<file path="config.mk">
export PLATFORM = sky130hd
export DESIGN_NAME = mem_req_ctrl
export DESIGN_NICKNAME = d
export VERILOG_FILES = /design/src/rtl/cpu_types_pkg.sv /design/src/rtl/mem_req_ctrl_sat_counter.sv /design/src/rtl/mem_req_ctrl.sv
export SDC_FILE = /design/constraint.sdc
export NUM_CORES = 1
export LEC_CHECK = 0
export ABC_AREA = 0
export CORE_UTILIZATION = 44
export DETAILED_ROUTE_END_ITERATION = 8
export MAX_ROUTING_LAYER = met4
export PLACE_DENSITY = 0.9
export REMOVE_ABC_BUFFERS = 1
export SLEW_MARGIN = 20
export SYNTH_ARGS = -nofsm -noshare
export SYNTH_HDL_FRONTEND = slang
export SYNTH_HIERARCHICAL = 1
export SYNTH_SLANG_ARGS = --single-unit
</file>
<file path="constraint.sdc">
create_clock -name CLK -period 3.1 [get_ports CLK]
set_input_delay 0.62 -clock CLK [delete_from_list [all_inputs] [get_ports CLK]]
set_output_delay 0.62 -clock CLK [all_outputs]
set_load 0.005 [all_outputs]
</file>
<file path="src/rtl/cpu_types_pkg.sv">
// Shared CPU types: data word and the memory-stage request controller state/limits.
package cpu_types_pkg;

  localparam int unsigned WORD_W = 32;
  typedef logic [WORD_W-1:0] word_t;

  // Memory-stage request controller states
  typedef enum logic [1:0] {
    IDLE = 2'd0,
    REQ  = 2'd1,
    DONE = 2'd2,
    HALT = 2'd3
  } memctl_state_t;

  localparam int unsigned MEMCTL_STALL_CNT_W   = 32;
  localparam logic [MEMCTL_STALL_CNT_W-1:0] MEMCTL_STALL_CNT_MAX = '1;

endpackage

</file>
<file path="src/rtl/mem_req_ctrl_sat_counter.sv">
// Saturating up-counter with synchronous clear; holds at MAX instead of wrapping.
module sat_counter #(
  parameter int unsigned      WIDTH = 32,
  parameter logic [WIDTH-1:0] MAX   = '1
) (
  input  logic             CLK,
  input  logic             RST,
  input  logic             clr,
  input  logic             inc,
  output logic [WIDTH-1:0] count
);

  // Count up on inc until MAX; reset and clr both return to zero
  always_ff @(posedge CLK) begin
    if (RST || clr) begin
      count <= '0;
    end else if (inc && (count != MAX)) begin
      count <= count + WIDTH'(1);
    end
  end

endmodule

</file>
<file path="src/rtl/mem_req_ctrl.sv">
// Memory-stage request controller: drives registered dmemREN/dmemWEN to the data
// cache, waits for dhit, captures load data and steers MEM/WB enable/flush and the
// pipeline stall. Optional request watchdog enabled by MEM_REQ_TIMEOUT_EN.
module mem_req_ctrl
  import cpu_types_pkg::*;
#(
  parameter int unsigned ADDR_W = 32,
  parameter int unsigned DATA_W = 32
`ifdef MEM_REQ_TIMEOUT_EN
  , parameter int unsigned TIMEOUT_CYCLES = 1024
`endif
) (
  input  logic              CLK,
  input  logic              RST,
  input  logic              exmem_valid,
  input  logic              exmem_dREN,
  input  logic              exmem_dWEN,
  input  logic              exmem_halt,
  input  logic [ADDR_W-1:0] exmem_addr,
  input  logic [DATA_W-1:0] exmem_store,
  input  logic              dhit,
  input  logic [DATA_W-1:0] dmemload,
  output logic              dmemREN,
  output logic              dmemWEN,
  output logic [ADDR_W-1:0] dmemaddr,
  output logic [DATA_W-1:0] dmemstore,
  output logic [DATA_W-1:0] dmemload_o,
  output logic              memwb_en,
  output logic              memwb_flush,
  output logic              stall_o,
  output logic              halted,
  output logic [31:0]       stall_cnt,
  output logic              timeout_err
);

  memctl_state_t     state, state_n;
  logic              mem_op;
  logic              start_req;
  logic              req_done;
  logic [DATA_W-1:0] load_q;

  assign mem_op     = exmem_valid & (exmem_dREN | exmem_dWEN);
  assign dmemload_o = load_q;

  // Next-state and pipeline control; halt wins over a (illegal) concurrent mem op
  always_comb begin
    state_n     = state;
    memwb_en    = 1'b0;
    memwb_flush = 1'b0;
    stall_o     = 1'b0;
    start_req   = 1'b0;
    req_done    = 1'b0;
    case (state)
      IDLE: begin
        if (!exmem_valid) begin
          memwb_flush = 1'b1;
        end else if (exmem_halt) begin
          memwb_en = 1'b1;
          state_n  = HALT;
        end else if (mem_op) begin
          stall_o   = 1'b1;
          start_req = 1'b1;
          state_n   = REQ;
        end else begin
          memwb_en = 1'b1;
        end
      end
      REQ: begin
        stall_o = 1'b1;
        if (dhit) begin
          req_done = 1'b1;
          state_n  = DONE;
        end
      end
      DONE: begin
        memwb_en = 1'b1;
        state_n  = IDLE;
      end
      HALT: begin
        stall_o = 1'b1;
      end
      default: state_n = IDLE;
    endcase
  end

  // State register, cache request registers, load capture and halt flag
  always_ff @(posedge CLK) begin
    if (RST) begin
      state     <= IDLE;
      dmemREN   <= 1'b0;
      dmemWEN   <= 1'b0;
      dmemaddr  <= '0;
      dmemstore <= '0;
      load_q    <= '0;
      halted    <= 1'b0;
    end else begin
      state <= state_n;
      if (start_req) begin
        dmemREN   <= exmem_dREN & ~exmem_dWEN;
        dmemWEN   <= exmem_dWEN;
        dmemaddr  <= exmem_addr;
        dmemstore <= exmem_store;
      end
      if (req_done) begin
        dmemREN <= 1'b0;
        dmemWEN <= 1'b0;
        if (dmemREN) begin
          load_q <= dmemload;
        end
      end
      if (state_n == HALT) begin
        halted <= 1'b1;
      end
    end
  end

  // Cycles spent with the pipeline frozen
  sat_counter #(
    .WIDTH (MEMCTL_STALL_CNT_W),
    .MAX   (MEMCTL_STALL_CNT_MAX)
  ) u_stall_cnt (
    .CLK   (CLK),
    .RST   (RST),
    .clr   (1'b0),
    .inc   (stall_o),
    .count (stall_cnt)
  );

`ifdef MEM_REQ_TIMEOUT_EN
  logic        wait_inc;
  logic [31:0] wait_cnt;

  assign wait_inc = (state == REQ) & ~dhit;

  // Wait cycles of the current request; restarts each time a request is issued
  sat_counter #(
    .WIDTH (32),
    .MAX   (32'hFFFF_FFFF)
  ) u_wait_cnt (
    .CLK   (CLK),
    .RST   (RST),
    .clr   (start_req),
    .inc   (wait_inc),
    .count (wait_cnt)
  );

  // Sticky flag set on the edge where the wait count reaches TIMEOUT_CYCLES
  always_ff @(posedge CLK) begin
    if (RST) begin
      timeout_err <= 1'b0;
    end else if (wait_inc && (wait_cnt >= 32'(TIMEOUT_CYCLES - 1))) begin
      timeout_err <= 1'b1;
    end
  end
`else
  assign timeout_err = 1'b0;
`endif

endmodule

</file>
==> results.json <==
{
  "clk-insertion-delay-late_ns": 0.42,
  "required_ns": 2.48,
  "die_h_um": 118.7,
  "clock_skew_ns": 0.005397,
  "drt-initial-drc-count": 282,
  "hold_viol_final": 0,
  "finalNonFillerCells": 1049,
  "placedCellCount": 1017,
  "ctsResizeCount": 0,
  "cts.htree.levels": 4,
  "grt_pass1_vias": 5131,
  "whs_endpoint": "dmemload_o[28]$_SDFFE_PP0P_",
  "yosysTopAreaCell": "dfxtp_1",
  "min_delay_path_depth": 2,
  "slowest_delay_ns": 0.57,
  "grt_max_degree": 106,
  "synth_area_leaders": "dfxtp_1 (44%), nand2b_1 (13%), mux2i_1 (11%), a21oi_1 (4.9%), nand2_1 (4.9%)",
  "p_per_area_mw_per_mm2": 470.0,
  "core_area_mm2": 0.01324,
  "grt_first_pass_wirelength_mm": 25.88,
  "clk_pin_slew_ns": 0.06,
  "hold_start": "dmemload_o[28]$_SDFFE_PP0P_",
  "start_kind": "input pin",
  "synth_top_area_share_pct": 44.44,
  "ys.flop_type": "dfxtp_1",
  "ys_types": 54,
  "fin_nets": 964,
  "p_leak_nw": 2.974,
  "worstMarginPinSlew_ns": 0.8306,
  "synth_edf_count": 0,
  "slew_violations": 0,
  "fin_area_mm2": 0.008896,
  "timing.slew.headroom_pct": 44.63,
  "drc": 0,
  "row_count": 42,
  "hp-class": "register to register",
  "cp_max_fo": 6,
  "grt_setup_unrepaired": "false",
  "syn_area_per_cell_um2": 9.331,
  "cts_tree": "done",
  "peakVddDrop_mv": 0.3273,
  "async_reset_ff_share_pct": 0,
  "crit_chain": "clkdlybuf4s50_1 > o21bai_2 > o21bai_1 > clkdlybuf4s50_1",
  "postSynthCellCount": 642,
  "layout-drive-gt1-share_pct": 7.560,
  "reg2reg_depth": 5,
  "critical-path-top-delay-family": "buffers and inverters",
  "cts_buffers": 17,
  "total_power_mw": 4.181,
  "ctsLongestPathBuffers": 2,
  "cp-end-kind": "primary output",
  "holdBufCountCts": 0,
  "path_buf_inv": 2,
  "cp_common_cell": "clkdlybuf4s50_1",
  "whs_ns": 0.4513,
  "worst-endpoint-arrival_ns": 2.21,
  "synth.yosys.warnings": 6,
  "clock.fmax_mhz": 353.9,
  "gr-total-overflow": 0,
  "syn-cell-area_mm2": 0.005991,
  "io_pins": 238,
  "grtUsageTotal_pct": 24.15,
  "placement.io_buffers": 236,
  "cts_root_buf": "clkbuf_16",
  "antenna_cells": 0,
  "cts_setup_buffers": 0,
  "wl_mm": 16.53,
  "rrSetupSlack_ns": 0.78,
  "cts.sinks": 133,
  "fillCellCount": 1022,
  "fin_crit_ns": 2.826,
  "vias_per_cell": 5.136,
  "fin_tns_setup_ns": 0,
  "timing.final.crit_share_pct": 91.16,
  "start_util_pct": 45.24,
  "areaGrowthSynthToFinish_pct": 48.50,
  "reg2reg_to": "u_stall_cnt/count[1]$_SDFFE_PP0P_",
  "gp_congestion": 0.8147,
  "crit_slowest_cell": "clkdlybuf4s50_1",
  "outcome": "completed",
  "postRouteAntennaNets": 0,
  "ys_seq_area_share_pct": 44.44,
  "cap_violations": 0,
  "ys_ff_latch": 133,
  "setup_violations": 0,
  "antenna_found_initial": 0,
  "dp_hpwl_mm": 11.09,
  "die_width_um": 118.7,
  "dieArea_mm2": 0.01409,
  "routedWlPerCell_um": 15.76,
  "reg2reg_from": "u_stall_cnt/count[16]$_SDFFE_PP0P_",
  "dpl_cell_area_mm2": 0.008319,
  "path_class": "input pin to primary output",
  "vias": 5388,
  "first_pass_iters": 5
}
[metrics by stage]
step	utilization [%]	setup WS, ns
floorplan	-	0.6819
global placement	62.82	0.2943
detailed placement	62.82	0.2845
CTS	67.18	0.2918
global route	67.18	0.2275
finish	67.18	0.2740
[worst min-delay path, stage by stage (launching register included)]
cell and delay (ns):
dfxtp_1 0.30, nand2_1 0.05, a21oi_1 0.05
[registers in the layout (all words and copies together), names as in the netlist]
register,count
dmemREN,1
dmemWEN,1
dmemaddr,32
dmemload_o,32
dmemstore,32
halted,1
state,2
u_stall_cnt/count,32
[logic make-up (layout without fill, tap and decap cells)]
group,count (synthesis),count (layout),share of synthesized area (%)
other cells,1,2,0.06260
compound gates,107,107,11.15
buf+inv,50,280,5.744
flops,133,133,44.44
simple gates,283,283,27.23
mux,65,65,10.86
xor+xnor,2,2,0.2925
fa+ha+maj,1,1,0.2088
[layer usage]
| layer | wire length [um] | vias up | track usage, % |
|---|---|---|---|
| met2 | 8277 | 216 | 41.12 |
| met3 | 1237 | 34 | 7.481 |
| met1 | 6613 | 2503 | 25.99 |
| li1 | - | 2635 | - |
| met5 | 0 | - | - |
| met4 | 402 | 0 | 9.889 |
[area by class of cell]
class,count,area (um2),share of cell area [%]
repair buffers,241,2422,27.23
well taps,176,220.2,2.475
clock inverters,13,133.9,1.505
clock buffers,19,442.9,4.979
multi-input cells,460,2988,33.59
flip-flops and latches,133,2663,29.93
inverters,7,26.28,0.2954
[synth_stat cells (5+ instances only)]
library cell,count
nor2_1,5
or4_1,9
inv_1,7
nand4_1,8
o31ai_1,11
nand3_1,11
clkbuf_1,24
o21ai_1,8
nand2_1,78
a21oi_1,59
a21oi_2,7
o21ai_0,12
buf_12,6
dfxtp_1,133
mux2i_1,65
buf_6,6
nand2b_1,128
or3_1,15
[report_power, final]
group | switching [mW] | internal, mW | leakage, nW
Sequential | 0.0298 | 1.76 | 1.08
Clock | 0.750 | 1.20 | 0.278
Combinational | 0.166 | 0.282 | 1.62
[cell usage in the layout (no fill, tap or decap), drive strengths merged, types with 2 or more instances in the layout]
master         Yosys  routed
a21oi             66      66
clkbuf            24      19
inv                7       7
nor2               6       6
mux2i             65      65
conb               1       2
clkdlybuf4s50      0     235
dfxtp            133     133
or4               10      10
and4               7       7
nand3             11      11
nor3               2       2
or2                2       2
nand2b           128     128
nand4              9       9
o21ai             21      21
o311ai             2       2
clkinvlp           0       3
or3               19      19
clkinv             0       8
nand2             80      80
o21bai             2       2
o31ai             13      13
bufinv             0       2
and3               3       3
buf               18       6
[how the worst max path moves through the flow]
| stage | from | endpoint | cells past startpoint |
|---|---|---|---|
| 3_5_place_dp | exmem_halt | u_stall_cnt/count[27]$_SDFFE_PP0P_ | 7 |
| 4_1_cts | exmem_halt | stall_o | 4 |
| 6_report | exmem_halt | stall_o | 4 |
| 5_1_grt | exmem_halt | stall_o | 4 |
| 2_1_floorplan | exmem_halt | u_stall_cnt/count[17]$_SDFFE_PP0P_ | 6 |
| 3_3_place_gp | exmem_halt | stall_o | 4 |
Note: power is estimated with default switching activity, not from simulation.
==> variant 1: new RTL, same settings <==
Register the output `stall_cnt`; this adds one clock of latency there. The other outputs are not delayed to match.
--- a/src/rtl/mem_req_ctrl.sv
+++ b/src/rtl/mem_req_ctrl.sv
@@ -32,6 +32,8 @@
   output logic [31:0]       stall_cnt,
   output logic              timeout_err
 );
+
+  logic [31:0] stall_cnt_d;
 
   memctl_state_t     state, state_n;
   logic              mem_op;
@@ -123,7 +125,7 @@
     .RST   (RST),
     .clr   (1'b0),
     .inc   (stall_o),
-    .count (stall_cnt)
+    .count (stall_cnt_d)
   );
 
 `ifdef MEM_REQ_TIMEOUT_EN
@@ -156,5 +158,9 @@
   assign timeout_err = 1'b0;
 `endif
 
+  always_ff @(posedge CLK) begin
+    stall_cnt <= stall_cnt_d;
+  end
+
 endmodule
 
Behaviour: not the same (Yosys sat finds a counterexample within 4 cycles, from zero or initial values and one cycle with RST high).
==> variant 1 against the original RTL <==
- routed wire length is 6.7% higher
- maximum frequency is 2.7% lower
- die area grew 5.4%
- sequential cell count grew 32
- power increased by 14%
- combinational power decreased by 2%
- sequential share of layout area rose by 5.6 points
- synthesized area increased by 5.5%
- worst setup slack lost 0.078 ns
- design area is 4.5% higher
- first-iteration DRC count is 85% higher
- count of clock-buffer cells in the layout up 2
==> variant 1: results (changes against the original RTL) <==
outcome completed (unchanged); vias in the first global route 5446 (was 5131); maximum number of pins on one net before global-route repair 129 (was 106); post-detailed-route via-to-cell ratio 5.379 (was 5.136); endpoint with the worst hold slack stall_cnt[30] (was dmemload_o[28]); class of the tightest hold or removal check register to register (unchanged); Place WS 0.1226 ns (was 0.2845 ns); leading cell types by total area after synthesis dfxtp_1 52%, a21oi_1 9.7%, nand3b_1 7.6%, nand2_1 4.6%, o21ai_1 4.3% (was dfxtp_1 44%, nand2b_1 13%, mux2i_1 11%, a21oi_1 4.9%, nand2_1 4.9%); initial DRC count 521 (was 282); clock-pin slew reported for the worst setup and hold paths after clock tree synthesis 0.06 ns (about the same); count of distinct cell types in the synthesized netlist 50 (was 54); transition time of the tightest slew-check pin 1.041 ns (was 0.8306 ns); syn avg cell area 9.197 sq um (was 9.331 sq um); Pre-Repair DR Iteration Count 5 (unchanged); Total Nets Final 999 (was 964); GPL Wtd Cong 0.8400 (was 0.8147); worst-case register-to-register setup slack 0.79 ns; Critical Path Fanout Max 6 (unchanged); wire length of the first global-routing pass 26890 um (was 25880 um); most frequent cells after synthesis 165 x dfxtp_1, 123 x a21oi_1, 78 x nand2_1, 64 x nand3b_1, 54 x o21ai_1 (was 133 x dfxtp_1, 128 x nand2b_1, 78 x nand2_1, 65 x mux2i_1, 59 x a21oi_1); fraction of final layout cells sized beyond drive strength 1 8.480% (was 7.560%); R2R cell count 6 (was 5); leakage dissipation 3.000 nW (was 2.974 nW); worst flop-to-flop path startpoint u_stall_cnt/count[0] (was u_stall_cnt/count[16]); clock network latency to the later pin of the worst-skew pair 0.42 ns (about the same); number of clock buffers inserted by TritonCTS 17 (unchanged); final hold slack 0.3794 ns (was 0.4513 ns); share of the yosys chip area belonging to registers 52.28% (was 44.44%); combined global-route utilization of all metal layers 24.14% (was 24.15%); post-synthesis async set-or-reset flop share 0% (unchanged); largest clock skew in the final design 0.006693 ns (was 0.005397 ns); buffers from clock root to sink, at most 2 (unchanged); number of cells on the worst hold path 0 (was 2); Yosys warnings 6 (unchanged); Power Internal 3.702 mW (was 3.236 mW); total wirelength of the detailed-routed design 17640 um (was 16530 um); wire length per cell 16.19 um (was 15.76 um); final-layout fill cell count 1085 (was 1022); antenna violations before repair 1 (was 0); Post-DP HPWL 11790 um (was 11090 um); endpoint arrival time on the critical path 2.28 ns (was 2.21 ns); maximum resistive drop on vdd 0.3311 mV (was 0.3273 mV); min-delay src u_stall_cnt/count[30] (was dmemload_o[28])
-- variant 1: changes by cell type in the layout (fill, tap and decap cells not counted), sizes merged, moves of 3 or more --
| cell | delta |
|---|---|
| a21oi | +64 |
| buf | +4 |
| clkinv | -5 |
| dfxtp | +32 |
| inv | +3 |
| mux2i | -64 |
| nand2b | -128 |
| nand3b | +63 |
| o21ai | +65 |
-- variant 1: area by class of cell --
type / count / area, sq um / share of cell area (%)
antenna: 2 / 5.005 / 0.05384
clock buffer: 21 / 480.5 / 5.168
clock inverter: 11 / 138.9 / 1.494
inverter: 6 / 22.52 / 0.2423
multi-input combinational: 460 / 2694 / 28.98
sequential: 165 / 3303 / 35.53
tap: 180 / 225.2 / 2.423
timing repair buffer: 245 / 2427 / 26.11
-- variant 1: power by group through the flow --
stage	Sequential, mW	Combinational (mW)	Clock, mW
6_report	2.19	0.437	2.15
5_1_grt	2.20	0.472	2.29
4_1_cts	2.19	0.437	2.20
3_5_place_dp	2.24	0.434	0
3_3_place_gp	2.24	0.429	0
2_1_floorplan	2.24	0.138	0
-- variant 1: through the flow --
stage | util [%] | area [sq um]
final | 66.71 | 9296
after global placement | 62.19 | 8666
after global routing | 66.70 | 9294
after detailed placement | 62.19 | 8666
after floorplan | - | 6006
after CTS | 66.63 | 9285
-- variant 1: logic make-up after synthesis --
family                     count (synthesis)  share of synthesized area, %
AOI/OAI and AO/OA                        232                         20.50
and+or+nand+nor                          222                         21.17
DFF                                      165                         52.28
buffers and inverters                     63                         5.366
xor gates and xnor gates                   2                        0.2773
adders and majority gates                  1                        0.1980
other                                      1                       0.05935
muxes                                      1                        0.1584
-- variant 1: what timing repair did --
action,4_1_cts,5_1_grt
setup endpoints to repair,0,1
resized for setup,0,1
endpoints found under the hold margin,0,0
-- variant 1: layer usage --
metal  share of wire [%]  global-route usage, %  vias up  wire length [um]
li1                    -                      -     2870                 -
met1                  41                  26.35     2731              7163
met2                  49                  39.65      213              8574
met3                 7.8                  7.631       49              1376
met4                 3.0                  11.65        0               527
met5                   0                      -        -                 0
-- variant 1: worst max-delay path, stage by stage --
cell and delay [ns]:
clkdlybuf4s50_1 0.57, nor2_4 0.07, nor4b_2 0.25, or2_2 0.25
clkdlybuf4s50_1 0.53
-- variant 1: worst max-delay path by stage --
stage / start / to / slack [ns] / depth (start not counted)
3_5_place_dp: exmem_dWEN / u_stall_cnt/count[29] / 0.12 / 8
2_1_floorplan: exmem_dREN / u_stall_cnt/count[17] / -1.97 / 7
3_3_place_gp: exmem_dWEN / stall_o / 0.14 / 5
4_1_cts: exmem_dWEN / stall_o / 0.11 / 5
5_1_grt: exmem_dREN / stall_o / 0.09 / 5
6_report: exmem_dWEN / stall_o / 0.20 / 5
==> variant 2: new RTL, same settings <==
Without the edit above. Add a define of `MEM_REQ_TIMEOUT_EN`.
--- a/src/rtl/mem_req_ctrl.sv
+++ b/src/rtl/mem_req_ctrl.sv
@@ -1,6 +1,8 @@
 // Memory-stage request controller: drives registered dmemREN/dmemWEN to the data
 // cache, waits for dhit, captures load data and steers MEM/WB enable/flush and the
 // pipeline stall. Optional request watchdog enabled by MEM_REQ_TIMEOUT_EN.
+`define MEM_REQ_TIMEOUT_EN
+
 module mem_req_ctrl
   import cpu_types_pkg::*;
 #(
Formal check against the unedited RTL: no difference found for any inputs over 4 cycles, from zero or initial values and one cycle with RST high; that may be too few to reach the edited logic, so the function may still have changed.
==> variant 2 against the original RTL <==
- power up 19%
- register-to-register slack better by 0.02 ns
- routed wire length up 31%
- sequential cell count up 33
- worst setup slack better by 0.026 ns
- count of clock-buffer cells in the layout unchanged
- sequential share of layout area up 2.2 points
- synthesized area up 21%
- design area up 16%
- highest routed layer unchanged
==> variant 2: results (changes against the original RTL) <==
global routing usage on met3 6.355% (was 7.481%); worst-case register-to-register setup slack 0.80 ns (was 0.78 ns); Crit Reg-Reg Endpoint u_wait_cnt/count[1] (was u_stall_cnt/count[1]); fraction of final layout cells sized beyond drive strength 1 9.639% (was 7.560%); cell area reported after detailed placement 0.009699 sq mm (was 0.008319 sq mm); endpoint of the most critical setup path memwb_en (was stall_o); transition time of the tightest slew-check pin 0.8616 ns (was 0.8306 ns); compound-cell area share of the yosys netlist 23.77% (was 11.15%); initial DRC count 561 (was 282); Power Internal 3.815 mW (was 3.236 mW); vias in the first global route 6776 (was 5131); fraction of met2 tracks used by global routing 41.36% (was 41.12%); metal1 wirelength 8762 um (was 6613 um); Post-DP HPWL 14600 um (was 11090 um); routed length on met2 10190 um (was 8277 um); leading cell types by total area after synthesis dfxtp_1 46%, a21oi_1 10%, nand3_1 6.0%, o21ai_0 5.9%, nand2_1 4.7% (was dfxtp_1 44%, nand2b_1 13%, mux2i_1 11%, a21oi_1 4.9%, nand2_1 4.9%); most frequent cells after synthesis 166 x dfxtp_1, 146 x a21oi_1, 90 x nand2_1, 87 x nand3_1, 86 x o21ai_0 (was 133 x dfxtp_1, 128 x nand2b_1, 78 x nand2_1, 65 x mux2i_1, 59 x a21oi_1); mux cell area share after synthesis 0.2764% (was 10.86%); fraction of the mapped netlist area in adder cells 0.3455% (was 0.2089%); syn avg cell area 8.432 sq um (was 9.331 sq um); Critical Path Fanout Max 3 (was 6); IO buf count 237 (was 236); comb pwr 0.496 mW (was 0.447 mW); xor/xnor share of the synthesized area 0.4837% (was 0.2924%); total clock network power 2.26 mW (was 1.95 mW); total wirelength of the detailed-routed design 21720 um (was 16530 um); wire length of the first global-routing pass 33400 um (was 25880 um); share of the yosys chip area belonging to registers 45.88% (was 44.44%); final std cells w/o fill 1295 (was 1049); outcome completed (unchanged); endpoint arrival time on the critical path 2.18 ns (was 2.21 ns)
## variant 2: logic make-up after synthesis
logic type	Yosys count
other	1
DFF	166
muxes	2
and+or+nand+nor	315
adders and majority gates	2
xor gates and xnor gates	4
AOI/OAI and AO/OA	296
buffers and inverters	73
## variant 2: layout make-up
type	count	area, sq um
flip-flops and latches	166	3323
well taps	216	270.3
fillers	1278	5664
repair buffers	252	2507
clock inverters	13	193.9
multi-input cells	620	3565
clock buffers	19	442.9
inverters	9	33.78
## variant 2: how the worst min path moves through the flow
stage | startpoint | end | slack (ns) | depth (start not counted)
floorplan | dmemload_o[0] | dmemload_o[0] | 0.45 | 2
detailed placement | dmemload_o[25] | dmemload_o[25] | 0.45 | 2
CTS | RST | halted | 0.42 | 2
global route | RST | halted | 0.42 | 2
global placement | dmemload_o[18] | dmemload_o[18] | 0.44 | 2
finish | RST | halted | 0.43 | 2
